### config.mk
export PLATFORM = sky130hd
export DESIGN_NAME = tuser_split_fsm
export DESIGN_NICKNAME = d
export VERILOG_FILES = /design/src/rtl/tuser_split_fsm.sv
export SDC_FILE = /design/constraint.sdc
export NUM_CORES = 1
export LEC_CHECK = 0
export CAP_MARGIN = 20
export CELL_PAD_IN_SITES_DETAIL_PLACEMENT = 2
export CELL_PAD_IN_SITES_GLOBAL_PLACEMENT = 2
export CORE_AREA = 2 2 345 347
export CTS_BUF_LIST = sky130_fd_sc_hd__clkbuf_4
export CTS_CLUSTER_SIZE = 8
export DETAILED_ROUTE_END_ITERATION = 7
export DIE_AREA = 0 0 347 349
export HOLD_SLACK_MARGIN = 0.12
export PLACE_DENSITY = 0.71
export SLEW_MARGIN = 15
export SYNTH_ARGS = -nofsm -noshare
export SYNTH_HDL_FRONTEND = slang
export SYNTH_SLANG_ARGS = --single-unit
### constraint.sdc
create_clock -name tin_aclk -period 59.6 [get_ports tin_aclk]
set_clock_uncertainty 0.15 [all_clocks]
set_input_delay 5.96 -clock tin_aclk [delete_from_list [all_inputs] [get_ports tin_aclk]]
set_output_delay 5.96 -clock tin_aclk [all_outputs]
set_load 0.03 [all_outputs]
### src/rtl/tuser_split_fsm.sv
// AXIS pass-through with a registered output stage and a one-entry skid buffer.
// The first-beat tuser of each packet is split out as a one-cycle tuple pulse.
module tuser_split_fsm #(
  parameter int DATA_WIDTH  = 256,
  parameter int KEEP_WIDTH  = 32,
  parameter int TUSER_WIDTH = 128
) (
  input  logic                   tin_aclk,
  input  logic                   tin_arst,
  input  logic                   tin_avalid,
  output logic                   tin_aready,
  input  logic [DATA_WIDTH-1:0]  tin_adata,
  input  logic [KEEP_WIDTH-1:0]  tin_akeep,
  input  logic                   tin_atlast,
  input  logic [TUSER_WIDTH-1:0] tin_atuser,
  output logic                   tin_bvalid,
  input  logic                   tin_bready,
  output logic [DATA_WIDTH-1:0]  tin_bdata,
  output logic [KEEP_WIDTH-1:0]  tin_bkeep,
  output logic                   tin_btlast,
  output logic                   tin_valid,
  output logic [TUSER_WIDTH-1:0] tin_data,
  output logic [1:0]             dbg_state,
  output logic [31:0]            dbg_pkt_cnt
);

  typedef enum logic [1:0] {
    IDLE = 2'b00,
    WRDN = 2'b01
  } state_t;

  state_t                   state_reg;
  logic                     aready_reg;
  logic                     out_valid_reg;
  logic [DATA_WIDTH-1:0]    out_data_reg;
  logic [KEEP_WIDTH-1:0]    out_keep_reg;
  logic                     out_last_reg;
  logic                     skid_valid_reg;
  logic                     skid_valid_next;
  logic [DATA_WIDTH-1:0]    skid_data_reg;
  logic [KEEP_WIDTH-1:0]    skid_keep_reg;
  logic                     skid_last_reg;
  logic                     tuple_valid_reg;
  logic [TUSER_WIDTH-1:0]   tuple_data_reg;
  logic [31:0]              pkt_cnt_reg;

  logic accept;
  logic out_free;

  assign accept   = tin_avalid & aready_reg;
  assign out_free = ~out_valid_reg | tin_bready;

  // Skid can only fill when the output stage is held; any free output slot drains it.
  always_comb begin
    skid_valid_next = skid_valid_reg;
    if (out_free)
      skid_valid_next = 1'b0;
    else if (accept)
      skid_valid_next = 1'b1;
  end

  always_ff @(posedge tin_aclk or posedge tin_arst) begin
    if (tin_arst) begin
      aready_reg     <= 1'b0;
      out_valid_reg  <= 1'b0;
      out_data_reg   <= '0;
      out_keep_reg   <= '0;
      out_last_reg   <= 1'b0;
      skid_valid_reg <= 1'b0;
      skid_data_reg  <= '0;
      skid_keep_reg  <= '0;
      skid_last_reg  <= 1'b0;
    end else begin
      aready_reg     <= ~skid_valid_next;
      skid_valid_reg <= skid_valid_next;
      if (out_free) begin
        if (skid_valid_reg) begin
          out_valid_reg <= 1'b1;
          out_data_reg  <= skid_data_reg;
          out_keep_reg  <= skid_keep_reg;
          out_last_reg  <= skid_last_reg;
        end else if (accept) begin
          out_valid_reg <= 1'b1;
          out_data_reg  <= tin_adata;
          out_keep_reg  <= tin_akeep;
          out_last_reg  <= tin_atlast;
        end else begin
          out_valid_reg <= 1'b0;
        end
      end else if (accept) begin
        skid_data_reg <= tin_adata;
        skid_keep_reg <= tin_akeep;
        skid_last_reg <= tin_atlast;
      end
    end
  end

  // Packet framing FSM; tuple and packet count are registered alongside it.
  always_ff @(posedge tin_aclk or posedge tin_arst) begin
    if (tin_arst) begin
      state_reg       <= IDLE;
      tuple_valid_reg <= 1'b0;
      tuple_data_reg  <= '0;
      pkt_cnt_reg     <= '0;
    end else begin
      tuple_valid_reg <= 1'b0;
      if (accept && tin_atlast)
        pkt_cnt_reg <= pkt_cnt_reg + 32'd1;
      case (state_reg)
        IDLE: begin
          if (accept) begin
            tuple_valid_reg <= 1'b1;
            tuple_data_reg  <= tin_atuser;
            if (!tin_atlast)
              state_reg <= WRDN;
          end
        end
        WRDN: begin
          if (accept && tin_atlast)
            state_reg <= IDLE;
        end
        default: state_reg <= IDLE;
      endcase
    end
  end

  assign tin_aready  = aready_reg;
  assign tin_bvalid  = out_valid_reg;
  assign tin_bdata   = out_data_reg;
  assign tin_bkeep   = out_keep_reg;
  assign tin_btlast  = out_last_reg;
  assign tin_valid   = tuple_valid_reg;
  assign tin_data    = tuple_data_reg;
  assign dbg_state   = state_reg;
  assign dbg_pkt_cnt = pkt_cnt_reg;

endmodule

Word-level counts from Yosys, hierarchy flattened --
Cells that the tools add are included.
Word-level totals: bits in registers 744, input bits 421, output and inout port bits 454, word-level logic and storage cells 45
Operators by class: $add $sub $neg 1, eq/ne operators 4, multiplexer cells 15, bitwise gates (word level) 5, reduce and logical (&&, ||, !) cells 7
Operators by type and width (number):
- $mux 256 | 2
- $mux 32 | 2
- $add 32x1->32 const B | 1
- $mux 1 | 7
- $mux 2 | 3
- $ne 2x2->1 const B | 3
- $reduce_and 2->1 | 3
- $pmux 2 s2 | 1
- $not 1->1 | 3
- $reduce_and 3->1 | 1
- $eq 2x1->1 const B | 1
- $logic_not 2->1 | 1
- $reduce_bool 2->1 | 1
- $and 1x1->1 | 1
- $logic_and 1x1->1 | 1
- $or 1x1->1 | 1

Longest topological paths before layout --
Gate-level depths: netlist (run 1).
word-level depth 4, depth in mapped cells 9, depth with buffers taken out 5

Worst setup path before layout (run 1) --
No wires, ideal clock.
kind input to register, start input port tin_avalid, end register skid_data_reg[135], setup time 0.125 ns, arrival time 7.073 ns, data required time 59.325 ns, slack 52.252 ns, stages 6, path buffers 3, path through and2_1 buf_2 nand2_2 buf_2 buf_4 mux2_2
Between the ends: longest elaborated chain between the ends 2
Ends and longest elaborated chain:
- start, declared | line 10 | input logic tin_avalid,
- $and 1x1->1 | line 50 | assign accept = tin_avalid & aready_reg;
- $reduce_and 2->1 (no line)
- end signal, assigned | line 91 | skid_data_reg <= tin_adata;
- end, declared | line 40 | logic [DATA_WIDTH-1:0] skid_data_reg;
No other way between the ends. A chain may end at the register's enable or synchronous reset.

==> metrics.txt, run 1 <==
endpoint class of the critical path asynchronous set/reset pin; Final Hold Fails 0; Setup-failing EPs final 0; clk slew on worst S/H paths 60 ps; simple-gate area share of the yosys netlist 4.93%; initial antenna violation count 35; Post-Syn Instances 2284; status finished, final reports clean; GPL Wtd Cong 0.869; Final ANT Viol Nets 0; detailed router's first-iteration violation count 799; Die Y 349 µm; ratio of cells with drive above 1 in the final layout 23.0%; PwrDens 42.7 nW/µm²; post_cts resized 0; Clock Latency Late Sink 1190 ps; Mapped Area 30400 µm²; sequential area share after synthesis 61.2%; mux contribution to synthesized area 25.0%; Root Driver clkbuf_4; vias 22400; complex-gate fraction of the synthesized area 4.80%; max cap viols 0; critical path data required time 60720 ps; Period Utilization, post-route 14.7%; row cnt 126; dpl hpwl 78.5 mm; H-tree Lvls 4; FF+latch count, synth 743; Final min period 8780 ps; VDD IR-drop max 0.0000188 V; fmax 114 MHz; Nets 3678; worst-path maximum fanout 112; Total Power 1.84 mW; Ys Warns 0; gr usage total 18.1%; vias per inst 4.50; cts bufs inserted 215; Yosys cell types 34; largest family of logic cells by synthesized area multiplexers; io pins 875; synthesized area per cell 13.3 µm²; worst hold stages 2; Area Overhead vs Synth 42.0%; clock tree sinks 743; adder-cell share of the synthesized area 0.0412%; CP startpoint kind input pin; GRT overflow 0; post-cts hold buffer count 0; Post-Synth XOR/XNOR Area 0.893%; FILL cells 12300; setup_tns 0 ps; drt pass-1 iters 4; max-slew violations 0; first-pass GRT wire length 163 mm; Post-CTS Setup Repair Bufs 0; drc violations 0; kind of critical path in2async; Leak Pwr 18.0 nW; Worst Path Arrival 9900 ps; RSZ-0062 raised after global routing no; async set-reset flop share out of synthesis 100%; port bufs 873; vias in the first global route 24800; Core Region 117000 µm²; Max-slew headroom 27.1%; die area 121000 µm²; Routed wire per std cell 22.2 µm; CTS tree done; HP Class reg2reg; Net Count, Synth 2706; largest net degree at the start of global routing 259; CTS max path bufs 3; initial cell density of the core 25.9%; Slew @ Worst Pin 1090 ps; Post-synth EDFFs 0; die width 347 µm; Most used DFF post-synth dfrtp_1; R2R depth 5; Post-Route WL 110 mm
[cells by family (layout without fill, tap and decap cells)]
kind of cell	Yosys count	count (layout)
flops	743	743
mux	706	706
simple gates	361	361
compound gates	291	291
buf+inv	150	1271
xor+xnor	31	31
fa+ha+maj	1	1
other cells	1	25
[cell usage in the layout (no fill, tap or decap), drive strengths merged, types with 24 or more instances in the layout]
cell	Yosys	routed
clkdlybuf4s50	0	873
dfrtp	743	743
mux2	417	417
clkbuf	37	318
nand2	304	304
o21ai	291	291
mux2i	289	289
clkinv	0	35
xnor2	27	27
buf	108	27
diode	0	24
[per-layer routing]
metal	share of wire [%]	wire length (µm)	GRT usage, %
met1	39	43200	20.6
met2	49	54500	30.2
met3	8.4	9300	7.26
met4	2.8	3070	6.99
met5	0.13	144	0
[final timing paths]
path,start,endpoint,slack (ps)
worst max-delay path,tin_arst,tin_bdata[10]$_DFFE_PP0P_,50820
worst min-delay path,tin_bdata[213]$_DFFE_PP0P_,tin_bdata[213]$_DFFE_PP0P_,320
worst min register to register,tin_bdata[213]$_DFFE_PP0P_,tin_bdata[213]$_DFFE_PP0P_,320
worst max register to register,skid_valid_reg$_DFF_PP0_,tin_bkeep[7]$_DFFE_PP0P_,55270
max in group tin_aclk,tin_data[98]$_DFFE_PP0P_,tin_data[98],51020
min in group asynchronous,tin_arst,dbg_pkt_cnt[31]$_DFFE_PP0P_,5200
[area by class of cell]
type	count	area, µm²	share of cell area, %
repair buffers	900	9020	20.9
clock buffers	318	2390	5.53
clock inverters	48	285	0.661
flip-flops and latches	743	18600	43.1
inverters	5	26.3	0.0609
multi-input cells	1391	10900	25.2
diodes	24	60.1	0.139
well taps	1536	1920	4.45
[worst max-delay path: stages]
cell and delay (ps):
clkdlybuf4s50_1 490, inv_8 570, buf_4 720, buf_4 620
buf_4 690, buf_4 410, buf_16 330
[stage by stage]
stage | instances | area, µm² | setup WS, ps | hold slack (ps) | util, %
after floorplan | 2284 | 30400 | 32640 | 329 | -
after global placement | 4573 | 40400 | 48950 | 310 | 34.4
after detailed placement | 4573 | 40400 | 48970 | 320 | 34.4
after CTS | 4939 | 43000 | 50270 | 327 | 36.6
after global routing | 4959 | 43100 | 50390 | 356 | 36.7
final | 4965 | 43200 | 50820 | 325 | 36.7
[power breakdown]
group	internal (mW)	switching, mW	leakage (nW)	total, mW
registers	0.646	0.0824	8.96	0.728
logic	0.274	0.356	7.40	0.629
clock network	0.251	0.233	1.60	0.484
[Yosys cell counts (2+ instances only)]
cell      count  share of area [%]
mux2_2      413                 15
mux2_1        4               0.15
buf_6        26               0.96
dfrtp_1     743                 61
and2_1        2              0.041
xor2_1        4               0.12
clkbuf_1     27               0.33
nor3_1        5              0.082
xnor2_1      27               0.78
nor4_1        2              0.041
nand4_1      14               0.29
mux2i_1     289                9.5
o21ai_1      99                1.6
buf_4        39               0.96
buf_2        43               0.71
nor4_4        2               0.14
nand2_1     303                3.7
o21ai_0     191                3.1
and3_1        2              0.041
nor2_1        7              0.086
inv_1         5              0.062
nand3_1      16               0.26
clkbuf_2     10               0.16
(Power assumes the default switching activity.)
==> run 2: changes to the inputs <==
--- a/config.mk
+++ b/config.mk
@@ -8,13 +8,13 @@
 export CAP_MARGIN = 20
 export CELL_PAD_IN_SITES_DETAIL_PLACEMENT = 2
 export CELL_PAD_IN_SITES_GLOBAL_PLACEMENT = 2
-export CORE_AREA = 2 2 345 347
+export CORE_AREA = 2 2 340 342
 export CTS_BUF_LIST = sky130_fd_sc_hd__clkbuf_4
 export CTS_CLUSTER_SIZE = 8
 export DETAILED_ROUTE_END_ITERATION = 7
-export DIE_AREA = 0 0 347 349
+export DIE_AREA = 0 0 342 344
 export HOLD_SLACK_MARGIN = 0.12
-export PLACE_DENSITY = 0.71
+export PLACE_DENSITY = 0.73
 export SLEW_MARGIN = 15
 export SYNTH_ARGS = -nofsm -noshare
 export SYNTH_HDL_FRONTEND = slang
==> constraint.sdc (replaced) <==
create_clock -name tin_aclk -period 9.1 [get_ports tin_aclk]
set_clock_uncertainty 0.15 [all_clocks]
set_input_delay 0.91 -clock tin_aclk [delete_from_list [all_inputs] [get_ports tin_aclk]]
set_output_delay 0.91 -clock tin_aclk [all_outputs]
set_load 0.03 [all_outputs]
==> run 2 against run 1 <==
Worst setup slack worse by 46000 ps. Worst hold slack worse by 21 ps. Non-clock buffer count is 116 higher. Global-route usage is 1.5 points higher. Wire length is 6.8% higher. Sequential power grew to 6.6 times the previous value. Largest cell class unchanged.
==> metrics.txt, run 2 (synthesized netlist as in run 1, its figures left out) <==
Clock Latency Late Sink 1110 ps (was 1190 ps); kind of critical path reg2reg (was in2async); endpoint class of the critical path flop (was asynchronous set/reset pin); Internal Power 7.89 mW (was 1.17 mW); Net Sw Power 4.53 mW (was 0.671 mW); worst hold stages 2 (unchanged); Period Utilization, post-route 43.5%; RSZ-0062 raised after global routing no (unchanged); Slew @ Worst Pin 1030 ps (was 1090 ps); Core Region 114000 µm² (was 117000 µm²); initial cell density of the core 26.7% (was 25.9%); row cnt 124 (was 126); Root Driver clkbuf_4 (unchanged); fmax 253 MHz; Area Overhead vs Synth 46.4% (was 42.0%); crit-path max cell delay 850 ps (was 720 ps); Max-slew headroom 31.0% (was 27.1%); dpl hpwl 78.5 mm (about the same); HP Class in2reg (was reg2reg); critical path data required time 9810 ps (was 60720 ps); Post-Route WL 118 mm (was 110 mm); clock share of power 27.5% (was 26.3%); CTS tree done (unchanged); Leak Pwr 18.5 nW (was 18.0 nW); detailed router's first-iteration violation count 737 (was 799); Die Y 344 µm (was 349 µm); most frequent CP cell buf_4 (unchanged); ratio of cells with drive above 1 in the final layout 22.4% (was 23.0%); Final min period 3960 ps; clock tree sinks 743 (unchanged); cts bufs inserted 211 (was 215); Combinational Power Share 33.9% (was 34.2%); Seq pwr share 38.7% (was 39.5%); commonest non-fill, non-tap cell in the layout clkdlybuf4s50_1 (unchanged); GPL Wtd Cong 0.845 (was 0.869); vias in the first global route 26100 (was 24800); vias 23100 (was 22400); CP max stage cell dfrtp_4 (was buf_4); io pins 875 (unchanged); Post-CTS Setup Repair Bufs 0 (unchanged); delay-heaviest family, CP buffers and inverters (unchanged); Setup-failing EPs final 0 (unchanged); Final ANT Viol Nets 0 (unchanged); drc violations 0 (unchanged); Nets 3790 (was 3678); met2 wire len 60.4 mm (was 54.5 mm); status finished, final reports clean (unchanged); Sequential Area 18600 µm² (unchanged); max-slew violations 0 (unchanged); largest net degree at the start of global routing 205 (was 259); die width 342 µm (was 347 µm); FILL cells 11700 (was 12300); first-pass GRT wire length 173 mm (was 163 mm); initial antenna violation count 31 (was 35); Multi-input gate area 10900 µm² (unchanged); VDD IR-drop max 0.000124 V (was 0.0000188 V); Worst Path Arrival 4670 ps (was 9900 ps); R2R depth 5 (unchanged); CP startpoint kind flop (was input pin); met1 wire length 43.6 mm (was 43.2 mm); Stages on worst setup path 5 (was 7); clk slew on worst S/H paths 70 ps (was 60 ps); most frequent cells in the layout clkdlybuf4s50_1, dfrtp_1, mux2_2 (unchanged); setup_tns 0 ps (unchanged); PwrDens 279 nW/µm² (was 42.7 nW/µm²); die area 118000 µm² (was 121000 µm²); Routed wire per std cell 23.2 µm (was 22.2 µm); worst-path maximum fanout 42 (was 112); H-tree Lvls 4 (unchanged); uppermost layer routed met5 (unchanged); DR WL met3 8.99 mm (was 9.30 mm); CTS max path bufs 3 (unchanged); vias per inst 4.54 (was 4.50); Total Power 12.4 mW (was 1.84 mW); max cap viols 0 (unchanged); Final Hold Fails 0 (unchanged); critical-path cell list buf_4 > buf_4 > buf_4 > mux2i_1 > o21ai_1 (was clkdlybuf4s50_1 > inv_8 > buf_4 > buf_4 > buf_4 > buf_4 > buf_16); port bufs 873 (unchanged); drt pass-1 iters 4 (unchanged); GRT overflow 0 (unchanged); switch share 36.5% (about the same); gr usage total 19.6% (was 18.1%); crit path buf inv count 3 (was 7)
==> run 2: layer usage <==
layer  track usage [%]  vias to the layer above
met2              34.1                      747
met5                 0                        -
met4              8.68                       22
met1              21.3                    11800
met3              7.11                      247
li1                  -                    10300
==> run 2: path summary, 6_finish.rpt <==
| check | startpoint | slack, ps | end |
|---|---|---|---|
| min in group asynchronous | tin_arst | 530 | tin_data[1]$_DFFE_PP0P_ |
| max in group asynchronous | tin_arst | 6160 | tin_bdata[21]$_DFFE_PP0P_ |
| setup reg to reg | skid_valid_reg$_DFF_PP0_ | 5140 | tin_bdata[64]$_DFFE_PP0P_ |
| hold / removal | tin_atuser[22] | 300 | tin_data[22]$_DFFE_PP0P_ |
| hold reg to reg | skid_data_reg[239]$_DFFE_PP0P_ | 320 | tin_bdata[239]$_DFFE_PP0P_ |
| setup / recovery | skid_valid_reg$_DFF_PP0_ | 5140 | tin_bdata[64]$_DFFE_PP0P_ |
==> run 2: timing repair <==
| action | 4_1_cts | 5_1_grt |
|---|---|---|
| resized for setup | 0 | 0 |
| hold buffers | 119 | 0 |
| hold endpoints to repair | 130 | 0 |
==> run 2: through the flow <==
stage	utilization [%]	hold WS, ps	std cells	setup WS (ps)	area (µm²)
finish	39.1	304	5077	5140	44500
global route	39.1	145	5073	4890	44500
floorplan	-	329	2284	-2140	30400
global placement	35.4	310	4548	4760	40400
detailed placement	35.4	319	4548	4740	40400
CTS	39.0	121	5052	5020	44400
==> run 2: power groups by stage <==
stage                     clock network, mW  registers, mW  logic, mW
after floorplan                           0           5.83       1.20
after global placement                    0           4.76       4.07
after detailed placement                  0           4.84       4.16
after CTS                              3.52           4.78       4.23
after global routing                   3.74           4.92       4.45
final                                  3.41           4.81       4.21
==> run 2: final cells by class <==
class	count	area share, %
Antenna cell	25	0.141
Tap cell	1512	4.25
Inverter	5	0.0506
Timing Repair Buffer	1016	22.9
Clock inverter	54	0.942
Multi-Input combinational cell	1391	24.4
Sequential cell	743	41.8
Clock buffer	331	5.58
==> run 3: changes to the inputs <==
--- a/config.mk
+++ b/config.mk
@@ -8,13 +8,13 @@
 export CAP_MARGIN = 20
 export CELL_PAD_IN_SITES_DETAIL_PLACEMENT = 2
 export CELL_PAD_IN_SITES_GLOBAL_PLACEMENT = 2
-export CORE_AREA = 2 2 340 342
+export CORE_AREA = 2 2 337 339
 export CTS_BUF_LIST = sky130_fd_sc_hd__clkbuf_4
 export CTS_CLUSTER_SIZE = 8
 export DETAILED_ROUTE_END_ITERATION = 7
-export DIE_AREA = 0 0 342 344
+export DIE_AREA = 0 0 339 341
 export HOLD_SLACK_MARGIN = 0.12
-export PLACE_DENSITY = 0.73
+export PLACE_DENSITY = 0.77
 export SLEW_MARGIN = 15
 export SYNTH_ARGS = -nofsm -noshare
 export SYNTH_HDL_FRONTEND = slang
==> constraint.sdc (replaced) <==
create_clock -name tin_aclk -period 3.2 [get_ports tin_aclk]
set_clock_uncertainty 0.15 [all_clocks]
set_input_delay 0.32 -clock tin_aclk [delete_from_list [all_inputs] [get_ports tin_aclk]]
set_output_delay 0.32 -clock tin_aclk [all_outputs]
set_load 0.03 [all_outputs]
==> run 3 against run 2 <==
Sequential share of layout area is 3.8 points lower. Register-to-register slack worse by 5000 ps. Clock power rose to 2.8 times the previous value. Design area up 10%. Wire length is 45% higher. Worst setup slack worse by 5000 ps. Critical endpoint is now dbg_pkt_cnt[29]$_DFFE_PP0P_.
==> metrics.txt, run 3 (synthesized netlist as in run 1, its figures left out) <==
Leak Pwr 20.5 nW (was 18.5 nW); Post-Route WL 170 mm (was 118 mm); Worst Hold Endpoint tin_data[53]$_DFFE_PP0P_ (was tin_data[22]$_DFFE_PP0P_); initial antenna violation count 36 (was 31); dpl hpwl 86.8 mm (was 78.5 mm); max cap viols 0 (unchanged); GRT overflow 0 (unchanged); Final ANT Viol Nets 0 (unchanged); Clock Latency Late Sink 1150 ps (was 1110 ps); FF-to-FF setup slack 170 ps (was 5140 ps); Internal Power 22.2 mW (was 7.89 mW); Die Y 341 µm (was 344 µm); Core Region 112000 µm² (was 114000 µm²); H-tree Lvls 4 (unchanged); Worst Path Arrival 3910 ps (was 4670 ps); CTS max path bufs 3 (unchanged); Final min period 3030 ps (was 3960 ps); endpoint class of the critical path flop (unchanged); Net Sw Power 15.5 mW (was 4.53 mW); fmax 330 MHz (was 253 MHz); critical path data required time 4080 ps (was 9810 ps); FILL cells 11100 (was 11700); RSZ-0062 raised after global routing no (unchanged); vias in the first global route 31800 (was 26100); drc violations 0 (unchanged); row cnt 123 (was 124); vias 27000 (was 23100); clock share of power 25.7% (was 27.5%); first-pass GRT wire length 236 mm (was 173 mm); commonest non-fill, non-tap cell in the layout clkdlybuf4s50_1 (unchanged); worst hold stages 3 (was 2); die width 339 µm (was 342 µm); Final WS setup 172 ps (was 5140 ps); status finished, final reports clean (unchanged); drt pass-1 iters 6 (was 4); most frequent cells in the layout clkdlybuf4s50_1, dfrtp_1, dlygate4sd3_1 (was clkdlybuf4s50_1, dfrtp_1, mux2_2); vias per inst 4.91 (was 4.54); clock tree sinks 743 (unchanged); gr usage total 28.1% (was 19.6%); worst reg2reg path endpoint dbg_pkt_cnt[29]$_DFFE_PP0P_ (was tin_bdata[64]$_DFFE_PP0P_); Post-CTS Setup Repair Bufs 0 (unchanged); io pins 875 (unchanged); port bufs 873 (unchanged); PwrDens 769 nW/µm² (was 279 nW/µm²); Total Power 37.6 mW (was 12.4 mW); HP Start tin_atuser[53] (was tin_atuser[22]); DP Worst Slack 423 ps (was 4740 ps); largest net degree at the start of global routing 111 (was 205); worst-path maximum fanout 14 (was 42); Area Overhead vs Synth 61.0% (was 46.4%); Root Driver clkbuf_4 (unchanged); Final Hold Fails 0 (unchanged); die area 116000 µm² (was 118000 µm²); clk slew on worst S/H paths 110 ps (was 70 ps); setup_tns 0 ps (unchanged); Combinational Power Share 36.4% (was 33.9%); GPL Wtd Cong 0.905 (was 0.845); max-slew violations 0 (unchanged); ratio of cells with drive above 1 in the final layout 20.8% (was 22.4%); Slew @ Worst Pin 1170 ps (was 1030 ps); VDD IR-drop max 0.000415 V (was 0.000124 V); reg2reg start dbg_pkt_cnt[5]$_DFFE_PP0P_ (was skid_valid_reg$_DFF_PP0_); Setup-failing EPs final 0 (unchanged); initial cell density of the core 27.2% (was 26.7%); kind of critical path reg2reg (unchanged); Nets 4246 (was 3790); switch share 41.1% (was 36.5%); CP startpoint kind flop (unchanged); Seq pwr share 38.0% (was 38.7%); detailed router's first-iteration violation count 1241 (was 737); HP Class in2reg (unchanged); CTS tree done (unchanged); R2R depth 4 (was 5); Period Utilization, post-route 94.6% (was 43.5%); Routed wire per std cell 31.0 µm (was 23.2 µm); Max-slew headroom 21.7% (was 31.0%); cts bufs inserted 212 (was 211)
==> run 3: changes by cell type in the layout (fill, tap and decap cells not counted), moves of 3 or more <==
| cell | previous run | this run |
|---|---|---|
| diode_2 | 25 | 30 |
| buf_4 | 19 | 43 |
| clkinv_1 | 39 | 27 |
| inv_2 | 1 | 4 |
| dlygate4sd3_1 | 119 | 518 |
| bufinv_16 | 7 | 2 |
| clkbuf_4 | 331 | 304 |
| buf_12 | 5 | 37 |
| clkinv_2 | 1 | 5 |
==> run 3: power groups by stage <==
stage | logic, mW | clock network (mW) | registers [mW]
floorplan | 3.40 | 0 | 16.6
CTS | 12.8 | 9.16 | 13.7
global route | 14.1 | 10.3 | 14.5
global placement | 11.8 | 0 | 13.6
detailed placement | 12.1 | 0 | 13.8
finish | 13.7 | 9.66 | 14.3
==> run 3: per-layer routing <==
| metal | vias up | track usage, % | wire length [µm] |
|---|---|---|---|
| met3 | 596 | 8.00 | 10700 |
| met4 | 6 | 18.1 | 12300 |
| met5 | - | 0 | 42 |
| met1 | 14000 | 27.4 | 56600 |
| li1 | 11100 | - | - |
| met2 | 1237 | 51.7 | 90700 |
==> run 3: final cells by class <==
cell class	count	area (µm²)	area share, %
tap	1500	1880	3.83
clock buffer	304	2280	4.66
clock inverter	44	251	0.514
antenna	30	75.1	0.153
sequential	743	18600	38.0
inverter	5	22.5	0.0460
timing repair buffer	1471	15000	30.6
multi-input combinational	1391	10900	22.2
==> run 3: worst max path at each step <==
stage,cells after the start,endpoint,from,slack (ps)
3_5_place_dp,5,tin_data[26]$_DFFE_PP0P_,tin_avalid,420
6_report,4,dbg_pkt_cnt[29]$_DFFE_PP0P_,dbg_pkt_cnt[5]$_DFFE_PP0P_,170
4_1_cts,1,tin_bvalid,tin_bvalid$_DFFE_PP0P_,80
3_3_place_gp,5,tin_data[33]$_DFFE_PP0P_,tin_avalid,440
5_1_grt,1,dbg_pkt_cnt[4],dbg_pkt_cnt[4]$_DFFE_PP0P_,40
2_1_floorplan,1,dbg_pkt_cnt[0]$_DFFE_PP0P_,tin_arst,-7450
==> run 3: critical path, stage by stage, from the launching register on <==
cell and delay [ps]:
dfrtp_1 550, nand4_1 360, nor3_2 1030, nand3_1 460
xnor2_1 370
==> run 3: metrics by stage <==
stage | std cells | hold WS, ps | instance area (µm²) | utilization [%]
final | 5488 | 232 | 49000 | 43.8
after detailed placement | 4592 | 323 | 41200 | 36.8
after CTS | 5454 | 120 | 48800 | 43.7
after global routing | 5487 | 141 | 49000 | 43.8
after global placement | 4592 | 310 | 41200 | 36.8
after floorplan | 2284 | 305 | 30400 | -
==> run 3: repair_timing <==
item	in CTS	in global routing
hold buffers	514	4
hold endpoints to repair	1404	4
endpoints found under the setup margin	0	1
resized for setup	0	1
==> RTL edit 1, RTL diff (flow settings as in run 2) <==
Set the parameter `KEEP_WIDTH` to 48 (it was 32).
--- a/src/rtl/tuser_split_fsm.sv
+++ b/src/rtl/tuser_split_fsm.sv
@@ -3,5 +3,5 @@
 module tuser_split_fsm #(
   parameter int DATA_WIDTH  = 256,
-  parameter int KEEP_WIDTH  = 32,
+  parameter int KEEP_WIDTH  = 48,
   parameter int TUSER_WIDTH = 128
 ) (
Interface: changed (resized tin_akeep and tin_bkeep); port bits go from 875 to 907. No check against the original RTL was run, so the function may have changed too.
==> RTL edit 1 against run 2 <==
Via count is 5.7% higher; synthesized area is 5.0% higher; global-route usage is 1.8 points higher; power is 3.9% higher; synthesized cell count is 4.5% higher; sequential power is 4% higher; sequential cell count is 32 higher; cell area is 5.1% higher; highest routed layer unchanged; wire length is 8.8% higher; setup slack better by 55 ps; worst hold slack worse by 57 ps.
==> RTL edit 1: results (changes against run 2) <==
| Metric | Value |
|---|---|
| Diodes inserted | 21 (was 25) |
| Final-layout clock-cell area share | 5.94% (was 6.52%) |
| Total number of vias | 24370 (was 23059) |
| Max FO, Critical Path | 104 (was 42) |
| Switching part of the total | 37.5% (was 36.5%) |
| Internal power | 8.07 mW (was 7.89 mW) |
| Mapped Nets | 2825 (was 2706) |
| FILL cells | 11520 (was 11695) |
| Wire length of the first global-routing pass | 187000 um (was 173000 um) |
| Final WL | 128000 um (was 118000 um) |
| Maximum number of pins on one net before global-route repair | 234 (was 205) |
| Drt initial violations | 894 (was 737) |
| Total of flip-flops plus latches after synthesis | 775 (was 743) |
| Fraction of cell area in non-clock buffers | 24.1% (was 22.9%) |
| Fraction of the yosys area taken by sequential cells | 60.7% (was 61.2%) |
| Hold Crit Class | input pin to async pin (was input pin to flop) |
| I/O Buffers | 905 (was 873) |
| Count of non-CTS buffers in the layout | 1118 (was 1016) |
| Worst-margin pin slew | 1040 ps (was 1030 ps) |
| Fraction of layout instances using a drive strength above 1 | 21.5% (was 22.4%) |
| Placer congestion estimate | 0.817 (was 0.845) |
| Placed Instance Area | 0.0420 mm^2 (was 0.0404 mm^2) |
| Fraction of area in multi-input gates | 24.3% (was 24.4%) |
| Run status | finished, final reports clean (unchanged) |
| Dominant cells by area after synthesis | sky130_fd_sc_hd__dfrtp_1 61%, sky130_fd_sc_hd__mux2_2 15%, sky130_fd_sc_hd__mux2i_1 9.6%, sky130_fd_sc_hd__nand2_1 3.8%, sky130_fd_sc_hd__o21ai_0 3.1% (was sky130_fd_sc_hd__dfrtp_1 61%, sky130_fd_sc_hd__mux2_2 15%, sky130_fd_sc_hd__mux2i_1 9.5%, sky130_fd_sc_hd__nand2_1 3.7%, sky130_fd_sc_hd__o21ai_0 3.1%) |
| Nonclk inv count | 6 (was 5) |
| # hold bufs at CTS | 194 (was 119) |
| Number of global-route vias before repair | 28066 (was 26126) |
| Fraction of area in registers | 41.5% (was 41.8%) |
| Gate count of the mapped netlist | 2387 (was 2284) |
| Worst slack, placed | 4770 ps (was 4740 ps) |
| Global routing usage summed across all routing layers | 21.4% (was 19.6%) |
| Number of vias per cell after detailed routing | 4.63 (was 4.54) |
| Cell types with the highest counts after synthesis | 775 x sky130_fd_sc_hd__dfrtp_1, 433 x sky130_fd_sc_hd__mux2_2, 319 x sky130_fd_sc_hd__nand2_1, 305 x sky130_fd_sc_hd__mux2i_1, 196 x sky130_fd_sc_hd__o21ai_0 (was 743 x sky130_fd_sc_hd__dfrtp_1, 413 x sky130_fd_sc_hd__mux2_2, 303 x sky130_fd_sc_hd__nand2_1, 289 x sky130_fd_sc_hd__mux2i_1, 191 x sky130_fd_sc_hd__o21ai_0) |
| Post-route core utilization | 41.1% (was 39.1%) |
| DP HPWL | 82700 um (was 78500 um) |
| Initial antenna violation count | 25 (was 31) |
| Leakage | 19.5 nW (was 18.5 nW) |
| Instance count after placement with tap cells included | 4672 (was 4548) |
-- RTL edit 1: cell types whose count changed after synthesis, sizes merged --
| cell | change |
|---|---|
| clkbuf | -7 |
| mux2 | +16 |
| buf | +13 |
| inv | +1 |
| mux2i | +16 |
| dfrtp | +32 |
| nand4 | -1 |
| o21ai | +16 |
| nand2 | +16 |
| nor4 | +1 |
-- RTL edit 1: critical path, stage by stage (launching register included) --
cell and delay, ps:
sky130_fd_sc_hd__dfrtp_4 780, sky130_fd_sc_hd__buf_4 630, sky130_fd_sc_hd__buf_12 620, sky130_fd_sc_hd__buf_4 820
sky130_fd_sc_hd__mux2i_1 290, sky130_fd_sc_hd__o21ai_0 120
-- RTL edit 1: worst paths after layout --
kind	endpoint	slack, ps	cells past startpoint
max	tin_bdata[98]	5200	5
min	tin_bdata[95]	250	3
max reg2reg	tin_bdata[98]	5200	5
min reg2reg	tin_bdata[0]	330	2
max in group asynchronous	skid_valid_reg	6900	4
min in group tin_aclk	tin_bdata[51]	300	3
-- RTL edit 1: logic make-up after synthesis --
group / Yosys count / share of synthesized area [%]
flip-flops: 775 / 60.7
multiplexers: 738 / 24.8
AND/OR/NAND/NOR: 377 / 4.92
AO/OA/AOI/OAI: 307 / 4.85
buffers and inverters: 157 / 3.76
XOR/XNOR: 31 / 0.850
adder cells (fa/ha/maj): 1 / 0.0392
other: 1 / 0.0117
-- RTL edit 1: per-layer routing --
| metal | part of all wire, % | routed length [um] | vias to the layer above | track usage [%] |
|---|---|---|---|---|
| met5 | 0.089 | 114 | - | 0 |
| met4 | 6.1 | 7760 | 16 | 12.0 |
| met3 | 7.2 | 9200 | 261 | 7.52 |
| met2 | 52 | 67100 | 814 | 38.9 |
| met1 | 34 | 43800 | 12483 | 21.0 |
| li1 | - | - | 10796 | - |
==> RTL edit 2, RTL diff (flow settings as in run 2) <==
Without the edit above. Make the reset (`tin_arst`) synchronous in 2 clocked blocks.
--- a/src/rtl/tuser_split_fsm.sv
+++ b/src/rtl/tuser_split_fsm.sv
@@ -60,5 +60,5 @@
   end
 
-  always_ff @(posedge tin_aclk or posedge tin_arst) begin
+  always_ff @(posedge tin_aclk) begin
     if (tin_arst) begin
       aready_reg     <= 1'b0;
@@ -97,5 +97,5 @@
 
   // Packet framing FSM; tuple and packet count are registered alongside it.
-  always_ff @(posedge tin_aclk or posedge tin_arst) begin
+  always_ff @(posedge tin_aclk) begin
     if (tin_arst) begin
       state_reg       <= IDLE;
Behaviour: not the same (Yosys sat finds a counterexample within 4 cycles, from zero or initial values and one cycle with tin_arst high; the reset may be asserted at any time).
==> RTL edit 2 against run 2 <==
Sequential cell count stayed put; final cell count up 22%; via count rose by 28%; critical path depth is the same; worst hold slack got worse by 28 ps; sequential share of layout area fell by 8.7 points; setup slack got worse by 140 ps; synthesized area down 7.0%; wire length is 14% higher; cell area increased by 0.91%; largest cell class unchanged.
Power is not compared: it rests on default switching activity, and its combinational part moved more than twofold at a synthesized area within 25%.
==> RTL edit 2: results (changes against run 2) <==
| Metric | Value |
|---|---|
| Xor and xnor area share after synthesis | 0.279% (was 0.893%) |
| Number of buffers inserted during clock tree synthesis | 214 (was 211) |
| Placer congestion estimate | 0.770 (was 0.845) |
| Maximum number of pins on one net before global-route repair | 178 (was 205) |
| Slack of the worst reg-to-reg path | 5010 ps (was 5140 ps) |
| FILL cells | 12454 (was 11695) |
| Hold Crit Class | input pin to flop (unchanged) |
| Total number of vias | 29537 (was 23059) |
| Warning count from the yosys run | 0 (unchanged) |
| Endpoint of the most critical setup path | tin_bdata[137] (was tin_bdata[64]) |
| Max FO, Critical Path | 92 (was 42) |
| Fraction of layout instances using a drive strength above 1 | 7.76% (was 22.4%) |
| Wire length of the first global-routing pass | 201000 um (was 173000 um) |
| Run status | finished, final reports clean (unchanged) |
| Fraction of the yosys area taken by sequential cells | 52.6% (was 61.2%) |
| Cell types with the highest counts after synthesis | 847 x sky130_fd_sc_hd__nand2_1, 743 x sky130_fd_sc_hd__dfxtp_1, 439 x sky130_fd_sc_hd__a21oi_1, 310 x sky130_fd_sc_hd__nor2_1 (was 743 x sky130_fd_sc_hd__dfrtp_1, 413 x sky130_fd_sc_hd__mux2_2, 303 x sky130_fd_sc_hd__nand2_1, 289 x sky130_fd_sc_hd__mux2i_1, 191 x sky130_fd_sc_hd__o21ai_0) |
| Drt initial violations | 758 (was 737) |
| Crit-path slowest cell | sky130_fd_sc_hd__buf_4 (was sky130_fd_sc_hd__dfrtp_4) |
| Top-area cell type share of the netlist area | 52.6% (was 61.2%) |
| Dominant cells by area after synthesis | sky130_fd_sc_hd__dfxtp_1 53%, sky130_fd_sc_hd__nand2_1 11%, sky130_fd_sc_hd__mux2i_1 10%, sky130_fd_sc_hd__a21oi_1 7.8%, sky130_fd_sc_hd__a211oi_1 7.7% (was sky130_fd_sc_hd__dfrtp_1 61%, sky130_fd_sc_hd__mux2_2 15%, sky130_fd_sc_hd__mux2i_1 9.5%, sky130_fd_sc_hd__nand2_1 3.7%, sky130_fd_sc_hd__o21ai_0 3.1%) |
| Number of global-route vias before repair | 33140 (was 26126) |
| Class of the most critical setup path | flop to flop (unchanged) |
| Nets@finish | 4964 (was 3790) |
| Routed length per instance | 21.6 um (was 23.2 um) |
| Number of different library cells in the post-synthesis netlist | 38 (was 34) |
| Adder-cell share of the synthesized area | 0.0443% (was 0.0412%) |
| Mapped Nets | 3721 (was 2706) |
| Initial antenna violation count | 23 (was 31) |
| Crit path DAT | 4900 ps (was 4670 ps) |
| I/O Buffers | 873 (unchanged) |
| Largest stage delay, worst path | 790 ps (was 850 ps) |
| Multiplexer fraction of the synthesized cell area | 10.4% (was 25.0%) |
| Fraction of registers with async set or reset after synthesis | 0% (was 100%) |
| Worst Min Path Start | tin_adata[8] (was tin_atuser[22]) |
| Compound-gate portion of the synthesized area | 15.9% (was 4.80%) |
| Placed Instance Area | 0.0382 mm^2 (was 0.0404 mm^2) |
| Worst flop-to-flop path startpoint | skid_valid_reg (unchanged) |
| Global routing usage summed across all routing layers | 22.0% (was 19.6%) |
| Slew headroom | 26.5% (was 31.0%) |
==> RTL edit 2: cells by family after synthesis <==
family / Yosys count
AOI/OAI and AO/OA: 746
xor gates and xnor gates: 9
adders and majority gates: 1
buffers and inverters: 283
DFF: 743
muxes: 293
other: 1
and+or+nand+nor: 1223
==> RTL edit 2: area by class of cell <==
class                      count  area (um^2)  share of cell area (%)
clock inverter                46          335                   0.747
multi-input combinational   2273        12300                    27.5
timing repair buffer        1305        13100                    29.2
clock buffer                 304         2280                    5.08
inverter                       5         18.8                  0.0418
sequential                   743        14900                    33.1
antenna                       24         60.1                   0.134
tap                         1512         1890                    4.21
==> RTL edit 2: worst register-to-register path: cells and delay by family (launching register included) <==
kind	cells	cell delay, ps
AOI/OAI and AO/OA	1	160
muxes	1	700
buffers and inverters	3	2250
DFF	1	680
==> RTL edit 2: timing repair <==
action	4_1_cts	5_1_grt
hold buffers	406	0
endpoints found under the hold margin	402	0
buffers inserted	0	0
==> RTL edit 2: routing by layer <==
metal  global-route usage (%)  wire length [um]  vias up
li1                         -                 -    13859
met1                     22.6             49800    14395
met2                     38.7             66400      927
met3                     7.05              9220      346
met4                     13.8              8670       10
met5                        0                64        -
==> RTL edit 2: worst min-delay path by stage <==
stage	depth (start not counted)	end
after floorplan	2	skid_data_reg[0]
after global placement	2	skid_data_reg[80]
after detailed placement	2	tin_data[89]
after CTS	3	skid_data_reg[196]
after global routing	3	skid_data_reg[167]
final	3	skid_data_reg[8]
==> RTL edit 2: power by group <==
group	switching (mW)	internal [mW]
combinational	0.721	0.591
sequential	0.0794	3.39
clock	1.55	1.66
total	2.35	5.64
==> RTL edit 2: stage by stage <==
stage / instances / hold WS [ps] / power (mW) / worst slack [ps]
3_3_place_gp: 5432 / 291 / 4.65 / 4770
6_report: 6212 / 276 / 7.99 / 5010
5_1_grt: 6209 / 139 / 8.39 / 4900
4_1_cts: 6188 / 120 / 8.06 / 5040
2_1_floorplan: 3299 / 286 / 4.07 / 6430
3_5_place_dp: 5432 / 298 / 4.67 / 4640
